[config.mk]
export PLATFORM = sky130hd
export DESIGN_NAME = id_scoreboard
export DESIGN_NICKNAME = d
export VERILOG_FILES = /design/src/rtl/id_scoreboard_pkg.sv /design/src/rtl/id_scoreboard_sb_counter.sv /design/src/rtl/id_scoreboard.sv
export SDC_FILE = /design/constraint.sdc
export NUM_CORES = 1
export LEC_CHECK = 0
export ABC_AREA = 0
export CORE_AREA = 2 2 138 140
export CTS_BUF_LIST = sky130_fd_sc_hd__clkbuf_8
export DETAILED_ROUTE_END_ITERATION = 8
export DIE_AREA = 0 0 140 142
export SLEW_MARGIN = 20
export SYNTH_ARGS = -nofsm -noshare
export SYNTH_HDL_FRONTEND = slang
export SYNTH_HIERARCHICAL = 1
export SYNTH_SLANG_ARGS = --single-unit
[constraint.sdc]
create_clock -name clk -period 7.8 [get_ports clk]
set_input_delay 1.17 -clock clk [delete_from_list [all_inputs] [get_ports clk]]
set_output_delay 1.17 -clock clk [all_outputs]
set_load 0.005 [all_outputs]
[src/rtl/id_scoreboard_pkg.sv]
// Shared constants and types for the Decode-stage register scoreboard.
package id_scoreboard_pkg;

    localparam int REG_CNT = 32;

    typedef enum logic [1:0] {
        SB_IDLE  = 2'd0,
        SB_DRAIN = 2'd1,
        SB_ACK   = 2'd2
    } sb_state_e;

    function automatic logic tracked(input logic [4:0] idx, input logic en);
        return en & (idx != 5'd0);
    endfunction

endpackage

[src/rtl/id_scoreboard_sb_counter.sv]
// Saturating up/down pending-write counter for one architectural register.
module sb_counter #(
    parameter int CNT_W = 2
) (
    input  logic clk,
    input  logic rst,
    input  logic inc,
    input  logic dec,
    output logic zero,
    output logic max,
    output logic zero_next,
    output logic underflow
);

    logic [CNT_W-1:0] cnt_q;
    logic [CNT_W-1:0] cnt_d;
    logic             dec_ok;
    logic             inc_ok;

    // A release on an empty counter is ignored; an increment never wraps.
    always_comb begin
        dec_ok = dec & (cnt_q != '0);
        inc_ok = inc & ((cnt_q != '1) | dec_ok);
        cnt_d  = cnt_q;
        if (inc_ok & ~dec_ok) begin
            cnt_d = cnt_q + 1'b1;
        end else if (dec_ok & ~inc_ok) begin
            cnt_d = cnt_q - 1'b1;
        end
    end

    always_ff @(posedge clk) begin
        if (rst) begin
            cnt_q <= '0;
        end else begin
            cnt_q <= cnt_d;
        end
    end

    assign zero      = (cnt_q == '0);
    assign max       = (cnt_q == '1);
    assign zero_next = (cnt_d == '0);
    assign underflow = dec & (cnt_q == '0);

endmodule

[src/rtl/id_scoreboard.sv]
// Decode-stage register hazard scoreboard with fence/drain sequencing.
module id_scoreboard
    import id_scoreboard_pkg::*;
#(
    parameter int CNT_W = 2
) (
    input  logic        clk,
    input  logic        rst,
    input  logic        i_id_valid,
    input  logic [4:0]  i_rs1,
    input  logic [4:0]  i_rs2,
    input  logic        i_rs1_used,
    input  logic        i_rs2_used,
    input  logic [4:0]  i_rd,
    input  logic        i_rd_wr,
    input  logic        i_ex_stall,
    input  logic        i_rel_valid,
    input  logic [4:0]  i_rel_rd,
    input  logic        i_fence_req,
    output logic        o_stall,
    output logic        o_issue,
    output logic        o_fence_ack,
    output logic        o_busy,
    output logic [31:0] o_pending,
    output logic        o_underflow
);

    logic [REG_CNT-1:0] zero_v;
    logic [REG_CNT-1:0] max_v;
    logic [REG_CNT-1:0] zn_v;
    logic [REG_CNT-1:0] uf_v;

    assign zero_v[0] = 1'b1;
    assign max_v[0]  = 1'b0;
    assign zn_v[0]   = 1'b1;
    assign uf_v[0]   = 1'b0;

    for (genvar r = 1; r < REG_CNT; r++) begin : g_cnt
        sb_counter #(.CNT_W(CNT_W)) u_cnt (
            .clk       (clk),
            .rst       (rst),
            .inc       (o_issue & i_rd_wr & (i_rd == 5'(r))),
            .dec       (i_rel_valid & (i_rel_rd == 5'(r))),
            .zero      (zero_v[r]),
            .max       (max_v[r]),
            .zero_next (zn_v[r]),
            .underflow (uf_v[r])
        );
    end

    sb_state_e state_q, state_d;
    logic      armed_q, armed_d;
    logic      uf_q, uf_d;
    logic      hazard;

    always_comb begin
        hazard = (tracked(i_rs1, i_rs1_used) & ~zero_v[i_rs1])
               | (tracked(i_rs2, i_rs2_used) & ~zero_v[i_rs2])
               | (tracked(i_rd, i_rd_wr) & max_v[i_rd]);
    end

    assign o_stall = i_id_valid
                   & (hazard | (state_q != SB_IDLE) | i_fence_req);
    assign o_issue = i_id_valid & ~o_stall & ~i_ex_stall;

    // A request still high when the ack fires must drop before re-arming.
    always_comb begin
        state_d = state_q;
        armed_d = armed_q;
        uf_d    = uf_q | (|uf_v);
        if (!i_fence_req) begin
            armed_d = 1'b1;
        end else if (state_q == SB_ACK) begin
            armed_d = 1'b0;
        end
        unique case (state_q)
            SB_IDLE:  if (i_fence_req & armed_q) state_d = SB_DRAIN;
            SB_DRAIN: if (&zn_v) state_d = SB_ACK;
            SB_ACK:   state_d = SB_IDLE;
            default:  state_d = SB_IDLE;
        endcase
    end

    always_ff @(posedge clk) begin
        if (rst) begin
            state_q <= SB_IDLE;
            armed_q <= 1'b1;
            uf_q    <= 1'b0;
        end else begin
            state_q <= state_d;
            armed_q <= armed_d;
            uf_q    <= uf_d;
        end
    end

    assign o_fence_ack = (state_q == SB_ACK);
    assign o_pending   = ~zero_v;
    assign o_busy      = |o_pending;
    assign o_underflow = uf_q;

endmodule

Yosys cells after proc, flatten, opt, wreduce, memory -nomap -nowiden
Index checks and enable logic that the tools add are counted.
W data, S select, Z words.
{ "classes": {"addsub": 62, "n_lt_le_gt_ge": 3, "eq_ne": 128, "n_mux": 71, "bitwise_logic": 332, "reduce_logical": 103} }
{ "op_table": {"columns": ["operator", "n"], "rows": [
  ["$and A1 B1 Y1", 228],
  ["$eq A5 B5 Y1 const B", 32],
  ["$mux W2", 64],
  ["$logic_not A2 Y1", 63],
  ["$eq A5 B4 Y1 const B", 16],
  ["$not A1 Y1", 67],
  ["$ne A2 B2 Y1 const B", 33],
  ["$eq A2 B2 Y1 const B", 32],
  ["$reduce_bool A2 Y1", 32],
  ["$add A2 B1 Y2 const B", 31],
  ["$sub A2 B1 Y2 const B", 31],
  ["$eq A5 B3 Y1 const B", 8],
  ["$or A1 B1 Y1", 36],
  ["$not A32 Y32", 1],
  ["$reduce_or A32 Y1", 1],
  ["$reduce_and A31 Y1", 1],
  ["$reduce_or A31 Y1", 1],
  ["$eq A5 B2 Y1 const B", 4],
  ["$lt A5 B6 Y1 const B", 3],
  ["$bmux W1 S5", 3],
  ["$reduce_bool A5 Y1", 3],
  ["$eq A5 B1 Y1 const B", 2],
  ["$pmux W2 S2", 1],
  ["$mux W1", 3],
  ["other kinds (3)", 3]
]} }
{ "totals": {"reg_bits": 66, "input_bits": 29, "elab_cells": 733} }

Depth between registers and ports, before layout
Gate-level depths: netlist of run 1.
{ "logic_depth": {"word_depth": 24, "mapped_depth": 17} }

Modules after synthesis
The synthesis of run 1 kept the hierarchy.
{ "modules_own_cells": {"columns": ["module", "n_inst", "cells_per_inst", "area_per_inst_um2", "seq_area_each_um2"], "rows": [
  ["sb_counter at g_cnt[10].u_cnt ...", 30, 18, 162.7, 40.0],
  ["id_scoreboard", 1, 317, 2108.3, 80.1],
  ["sb_counter at g_cnt[30].u_cnt", 1, 19, 201.4, 40.0]
]} }

Worst setup path after synthesis of run 1
Ideal clock, no wire load.
{ "synth_path": {"kind": "input port to flip-flop", "start": "input port i_rd[1]", "end": "register state_q[0]", "t_arrival_ns": 4.219, "t_required_ns": 7.682, "slack_ns": 3.463, "cell_stages": 16, "n_path_buf": 2, "cell_sequence": "buf_2 > mux4_2 > o22ai_1 > nor3_1 > o31a_1 > clkbuf_1 > nor4_1 > nor2b_4 > mux2i_1 > mux2i_1 > nor2_1 > nand4_1 > nor4_1 > nand2_1 > a21oi_1 > nor3_1"} }
{ "synth_via": {"elab_chain_cells": 21} }
{ "synth_rtl": {"columns": ["item", "line", "source"], "rows": [
  ["from (decl)", "id_scoreboard.sv:14", "input logic [4:0] i_rd,"],
  ["$bmux W1 S5 or $reduce_bool A5 Y1 (tied branches)", "id_scoreboard.sv:59, id_scoreboard_pkg.sv:13", null],
  ["$mux W1 (not written as such) or $and A1 B1 Y1 (tied branches)", "id_scoreboard.sv:59, id_scoreboard_pkg.sv:13", null],
  ["$and A1 B1 Y1", "id_scoreboard.sv:59", "| (tracked(i_rd, i_rd_wr) & max_v[i_rd]);"],
  ["$or A1 B1 Y1", "id_scoreboard.sv:59", null],
  ["$or A1 B1 Y1 (2 in series)", "id_scoreboard.sv:63", "& (hazard | (state_q != SB_IDLE) | i_fence_req);"],
  ["$and A1 B1 Y1", "id_scoreboard.sv:63", null],
  ["$not A1 Y1", "id_scoreboard.sv:64", "assign o_issue = i_id_valid & ~o_stall & ~i_ex_stall;"],
  ["$and A1 B1 Y1 (2 in series)", "id_scoreboard.sv:64", null],
  ["[... 4 more ...]", null, null],
  ["$and A1 B1 Y1", "id_scoreboard_sb_counter.sv:27", "end else if (dec_ok & ~inc_ok) begin"],
  ["$mux W2", "id_scoreboard_sb_counter.sv:27", null],
  ["$mux W2 *", "id_scoreboard_sb_counter.sv:25", "if (inc_ok & ~dec_ok) begin"],
  ["$logic_not A2 Y1 *", "id_scoreboard_sb_counter.sv:42", "assign zero_next = (cnt_d == '0);"],
  ["named net zn_v[30]", "id_scoreboard.sv:30", "logic [REG_CNT-1:0] zn_v;"],
  ["$reduce_and A31 Y1 *", "id_scoreboard.sv:78", "SB_DRAIN: if (&zn_v) state_d = SB_ACK;"],
  ["$ne A2 B2 Y1 (no source line) *", null, null],
  ["$reduce_and A2 Y1 (no source line) *", null, null],
  ["to (signal assigned)", "id_scoreboard.sv:90", "state_q <= state_d;"],
  ["to (decl)", "id_scoreboard.sv:51", "sb_state_e state_q, state_d;"]
]} }
Mark *: on every way through the listed nets, which the timed path passes. The rest lies on a longest branch. The select of a mux whose other input is x is not followed.
A chain may end at the register's enable or synchronous reset.

Worst setup path in the final report of run 1
{ "layout_path": {"start": "input port i_rs2[0]", "end": "output port o_stall"} }
{ "layout_via": {"elab_chain_cells": 9} }
{ "layout_rtl": {"columns": ["item", "line", "source"], "rows": [
  ["from (decl)", "id_scoreboard.sv:11", "input logic [4:0] i_rs2,"],
  ["$bmux W1 S5", "id_scoreboard.sv:58", "| (tracked(i_rs2, i_rs2_used) & ~zero_v[i_rs2])"],
  ["$mux W1 (not written as such)", "id_scoreboard.sv:58", null],
  ["$not A1 Y1", "id_scoreboard.sv:58", null],
  ["$and A1 B1 Y1 *", "id_scoreboard.sv:58", null],
  ["$or A1 B1 Y1 *", "id_scoreboard.sv:58", null],
  ["$or A1 B1 Y1 *", "id_scoreboard.sv:59", null],
  ["$or A1 B1 Y1 * (2 in series)", "id_scoreboard.sv:63", null],
  ["$and A1 B1 Y1 *", "id_scoreboard.sv:63", null],
  ["to (decl)", "id_scoreboard.sv:20", "output logic o_stall,"]
]} }
Mark *: on every way between the ends. The rest lies on a longest branch, timed or not. The select of a mux whose other input is x is not followed.

==> impl_results.md, run 1 <==
* Worst-path maximum fanout at 19
* Initial Util at between 30% and 40%
* # resized after CTS at 0
* Slew headroom at 43.84%
* Die width at about 140 um
* Worst skew pair latency at ~0.38 ns
* Largest cells by area after synthesis: dfxtp_1 (18%), mux2i_1 (15%), ha_1 (11%)
* Core box area at ~0.018 mm2
* Ant. Diodes at 0
* Crit-path max cell delay at 0.93 ns
* Initial DRT Pass Iterations at 9
* # DRC at 5
* Mean Syn Cell Area at between 8 and 9 um2
* Area growth, synth to finish at 13.91%
* Setup bufs post-CTS at 0
* Count of different cell masters after synthesis at 49
* Setup ws final at ~1.7 ns
* Syn Nets at 967
* Crit path required time at roughly 6.6 ns
* Worst slack at placement at about 1.7 ns
* Initial antenna violation count at 0
* Synth top cells by count: mux2i_1 (111), nor2_1 (104), inv_1 (96)
* Worst IR Drop VDD at 0.07645 mV
* GRT Residual Overflow at 0
* WP buf/inv at 3
* Post-synthesis instance total at slightly below 900
* ANT nets after route at 0
* Fin crit period at between 6 and 7 ns
* DR WL/cell at between 15 and 20 um
* Buffer type at the clock tree root: clkbuf_8
* Port buffer count at 64
* Top cell by count, worst path: clkdlybuf4s50_1
* HPWL Detailed at ~16000 um
* Power, Total at 0.0007219 W
* Crit path depth at 8
* Clock sinks at 66
* TritonCTS clock tree: done
* Slew at the pin with the worst max-slew slack at about 0.84 ns
* Async SR Flop Fraction at 0%
* Total routed wirelength at about 20000 um
* Max clock buf depth at 2
* Nature of the critical path endpoint: output pin
* Final Core Density at 44.37%
* Highest clock rate at ~0.16 GHz
* Sequential element share of the synthesized area at 18.38%
* Final Hold Viols at 0
* Worst Hold Class: reg2reg
* Mapped Area at between 0.007 and 0.008 mm2
* Total GRT Usage at 20.66%
* Hold depth at 2
* Fillers at between 1.5k and 2k
* Die Area at about 0.020 mm2
* Vias in the first global route at 5940
* Top cell type's share of synthesized area at between 10% and 20%
* CTS H-Tree Depth at 3
* Final Cycle Share at about four fifths
* Max Cap Violations at 0
* I/O Pins at 66
* # nets final at roughly 1.0k
* Post-synth top area cell: dfxtp_1
* Largest net degree at the start of global routing at between 60 and 70
* FF-to-FF path depth at 16
* Yosys warns at 6
* Num CTS Buffers at 9
* Worst Path Arrival at slightly below 5 ns
* CP Cell Sequence: clkdlybuf4s50_1, mux4_2, nor2b_1, or4b_4, a31oi_4, buf_4, o31a_1, clkdlybuf4s50_1
* Fin Setup TNS at 0 ns
* DRT iter0 DRCs at about 420
* P_leak at about 3.3 nW
* Via/cell ratio at 5.271
* Final Max Slew Viols at 0
* Power density cells at roughly 88 mW/mm2
* Number of enable flip-flop cells after synthesis at 0
* RD Place Congestion at about 0.9
* Final setup fails at 0
* Most common cell in the synthesized netlist: mux2i_1
* CP top delay family: buffers and inverters
* Synth Register Bits at 66
* Die Y at 142 um
* CTS clk-pin slew, worst paths at 0.07 ns
* Clock skew at ~0.011 ns
* Row count at 50
* Status: finished, violations left
* Hold buffers post-CTS at 0
* Vias at around 6.2k
* Failing checks: DRC
* Ratio of cells with drive above 1 in the final layout at 8.556%
* CP max-delay cell: clkdlybuf4s50_1
* CP Launch Type: input port
* RSZ-0062 raised after global routing: no
* Type of the worst setup path: in2out
* Main flop type after synthesis: dfxtp_1
* First-pass GRT wire length at between 30000 and 40000 um
-- registers in the layout, summed over array words and instances (netlist names) --
register / flops
armed_q: 1
g_cnt.u_cnt/cnt_q: 62
state_q: 2
o_underflow: 1
-- metal layers --
metal  global-route usage [%]  routed length (um)
met1                    28.81                9678
met2                    31.58                8791
met3                    3.466                1314
met4                    8.931                 531
met5                        0                   0
-- cells by family after synthesis --
group,after synthesis,synth area share (%)
buf+inv,122,7.309
xor+xnor,31,3.881
other cells,1,0.05216
fa+ha+maj,62,10.79
flops,66,18.38
simple gates,414,34.16
mux,130,20.99
compound gates,50,4.438
-- report_power, final --
| part | switching [W] | leakage [nW] | internal [W] | total, W |
|---|---|---|---|---|
| combinational | 0.0000588 | 2.71 | 0.0000373 | 0.0000961 |
| clock | 0.000147 | 0.105 | 0.000138 | 0.000286 |
| sequential | 0.00000172 | 0.532 | 0.000339 | 0.000340 |
| total | 0.000208 | 3.34 | 0.000514 | 0.000722 |
-- through the flow --
| step | hold WS (ns) | instances | instance area [um2] |
|---|---|---|---|
| floorplan | 0.4369 | 876 | 7189 |
| global placement | 0.4611 | 1153 | 8000 |
| detailed placement | 0.4631 | 1153 | 8006 |
| CTS | 0.4784 | 1169 | 8189 |
| global route | 0.5021 | 1169 | 8189 |
| finish | 0.4700 | 1169 | 8189 |
-- worst min-delay path: cells and delay by family, from the launching register on --
family	cells	cell delay, ns
AO/OA/AOI/OAI	1	0.07
buffers and inverters	1	0.04
flip-flops	1	0.31
-- path summary, 6_finish.rpt --
check                           start         end  slack [ns]
max                          i_rs2[0]     o_stall        1.70
max reg2reg  g_cnt[30].u_cnt/cnt_q[0]  state_q[0]        3.02
min reg2reg                   armed_q     armed_q        0.47
min                           armed_q     armed_q        0.47
-- area by class of cell --
cell class	instances	area, um2	share of cell area [%]
inverter	97	377.9	4.614
tap	234	292.8	3.575
clock inverter	4	17.52	0.2139
multi-input combinational	688	5349	65.32
sequential	66	1321	16.13
timing repair buffer	68	665.6	8.128
clock buffer	12	165.2	2.017
-- cell usage in the layout (no fill, tap or decap), types with 39 or more instances in the layout --
| cell | count |
|---|---|
| inv_1 | 98 |
| clkdlybuf4s50_1 | 63 |
| nor2b_1 | 66 |
| mux2i_1 | 111 |
| nand2_1 | 48 |
| dfxtp_1 | 66 |
| nand2b_1 | 39 |
| nor4_1 | 44 |
| ha_1 | 62 |
| nor2_1 | 104 |
(Power assumes the default switching activity.)
==> run 2, diff against run 1 <==
==> constraint.sdc (replaced) <==
create_clock -name clk -period 4.93 [get_ports clk]
set_input_delay 0.7395 -clock clk [delete_from_list [all_inputs] [get_ports clk]]
set_output_delay 0.7395 -clock clk [all_outputs]
set_load 0.005 [all_outputs]
==> impl_results.md, run 2 (synthesis results as in run 1) <==
* CTS clk-pin slew, worst paths at 0.08 ns (about the same)
* Final setup fails at 0 (unchanged)
* Type of the worst setup path: in2reg
* Total routed wirelength at 21310 um (+4.9%)
* Worst Hold Class: reg2reg
* Clock sinks at 66 (unchanged)
* CP top delay family: buffers and inverters
* Post-route cell area at 0.008720 mm2 (+6.5%)
* Worst IR Drop VDD at 0.1026 mV (+34%)
* Row count at 50 (unchanged)
* Via/cell ratio at 5.166 (-2.0%)
* P_leak at 3.678 nW (+10%)
* Die Area at 0.01988 mm2 (unchanged)
* Final Max Slew Viols at 0 (unchanged)
* RD Place Congestion at 0.9222 (+0.83%)
* ANT nets after route at 0 (unchanged)
* Power density cells at 130.5 mW/mm2 (+48%)
* Status: finished, violations left
* DRT iter0 DRCs at 534 (+29%)
* Vias at 6390 (+3.7%)
* Vias in the first global route at 6156 (+3.6%)
* Core box area at 0.01846 mm2 (unchanged)
* RSZ-0062 raised after global routing: no
* WP buf/inv at 6 (+3)
* Largest net degree at the start of global routing at 67 (unchanged)
* Fin Setup TNS at 0 ns (unchanged)
* Worst Path Arrival at 4.71 ns (-0.22 ns)
* Most common cell after layout, fill and taps aside: mux2i_1
* Worst skew pair latency at 0.37 ns (about the same)
* Top sig layer: met4
* Failing checks: DRC
* Hold buffers post-CTS at 0 (unchanged)
* Worst-path maximum fanout at 20 (+1)
* Max Cap Violations at 0 (unchanged)
* Die width at 140 um (unchanged)
* Fillers at 1792 (-2.4%)
* CP max-delay cell: mux4_2
* Final Cycle Share at between 90% and 100%
* Ratio of cells with drive above 1 in the final layout at 14.66% (+6.1 points)
* Highest-count cells in the layout ignoring fill and taps: mux2i_1 (111), nor2_1 (104), inv_1 (97)
* HPWL Detailed at 17450 um (+10%)
* Area growth, synth to finish at 21.28%
* Placed cells at 1221 (+5.9%)
* DR WL/cell at 17.22 um (-0.89%)
* CP Launch Type: input port
* Met2 WL at 9428 um (+7.2%)
* Fin crit period at ~4.5 ns
* Max clock buf depth at 2 (unchanged)
* Total GRT Usage at 21.94% (+1.3 points)
* Num CTS Buffers at 9 (unchanged)
* Regs by FF count: g_cnt.u_cnt/cnt_q: 62 flops, state_q: 2 flops
* TritonCTS clock tree: done
* Crit-path max cell delay at 0.52 ns (-0.41 ns)
* # resized after CTS at 0 (unchanged)
* # nets final at 1089 (+6.7%)
* Initial Util at 38.96% (unchanged)
* Max reg flops at 62 (unchanged)
* Initial DRT Pass Iterations at 7 (-2)
* Port buffer count at 64 (unchanged)
* Met1 WL at 9864 um (+1.9%)
* Initial antenna violation count at 0 (unchanged)
* Setup bufs post-CTS at 0 (unchanged)
* Slew headroom at 50.93% (+7.1 points)
* Highest clock rate at 0.2233 GHz
* Met3 WL at 1535 um (+17%)
* Crit path required time at 5.17 ns (-1.46 ns)
* Clock skew at 0.006927 ns (-0.003590 ns)
* Final Hold Viols at 0 (unchanged)
* Power, Total at 0.001138 W (+58%)
* First-pass GRT wire length at 33690 um (+6.1%)
* GRT Residual Overflow at 0 (unchanged)
* # DRC at 5 (unchanged)
* Finished Layout Cells at 1237 (+5.8%)
* Buffer type at the clock tree root: clkbuf_8
* CTS H-Tree Depth at 3 (unchanged)
* Largest Register: g_cnt.u_cnt/cnt_q
* Final Core Density at 47.25% (+2.9 points)
* CP Cell Sequence: clkdlybuf4s50_1, buf_4, mux4_2, o22ai_1, nor3_1, o31a_1, buf_4, nor4_1, buf_4, inv_1, mux2_4, xnor2_2, nor2_1, nand4_1, nor4_1, buf_4, nand2_1, a21oi_1, nor3_1
* Post-DP Area at 0.008548 mm2 (+6.8%)
* Slew at the pin with the worst max-slew slack at 0.7361 ns (-0.1039 ns)
* Nature of the critical path endpoint: flop
* I/O Pins at 66 (unchanged)
* Top cell by count, worst path: buf_4
* Die Y at 142 um (unchanged)
* Ant. Diodes at 0 (unchanged)
-- run 2: changes by cell type in the layout (fill, tap and decap cells not counted), sizes merged --
cell      delta
buf         +68
clkbuf       -2
clkinvlp     +2
clkinv       +1
inv          -1
-- run 2: path summary, 6_finish.rpt --
path	cells after the start	endpoint	startpoint	slack, ns
max	19	state_q[0]	i_rd[1]	0.45
min reg2reg	2	armed_q	armed_q	0.48
max reg2reg	18	state_q[0]	g_cnt[30].u_cnt/cnt_q[0]	0.69
min	2	armed_q	armed_q	0.48
-- run 2: where the power goes --
part           internal [W]  switching, W
logic             0.0000728     0.0000927
clock network      0.000192      0.000243
registers          0.000535    0.00000249
-- run 2: cell type report --
type | instances | area (um2) | area share [%]
clock inverters | 6 | 33.78 | 0.3874
flip-flops and latches | 66 | 1321 | 15.15
well taps | 234 | 292.8 | 3.358
repair buffers | 136 | 1214 | 13.92
inverters | 97 | 377.9 | 4.333
clock buffers | 10 | 137.6 | 1.578
multi-input cells | 688 | 5343 | 61.27
-- run 2: per-layer routing --
metal | GRT usage (%) | up-vias
met2 | 34.90 | 214
met3 | 4.677 | 35
met4 | 6.592 | 0
met1 | 30.02 | 2937
met5 | 0 | -
li1 | - | 3204
-- run 2: tightest hold or removal path, delay by kind of cell (launching register included) --
family / cells / cell delay (ns)
AO/OA/AOI/OAI: 1 / 0.07
buffers and inverters: 1 / 0.05
flip-flops: 1 / 0.32
-- run 2: metrics by stage --
stage / hold WS, ns / worst slack, ns
after floorplan: 0.4369 / 1.024
after global placement: 0.4673 / 0.07692
after detailed placement: 0.4622 / 0.09577
after CTS: 0.4811 / 0.4896
after global routing: 0.5153 / 0.1524
final: 0.4824 / 0.4513
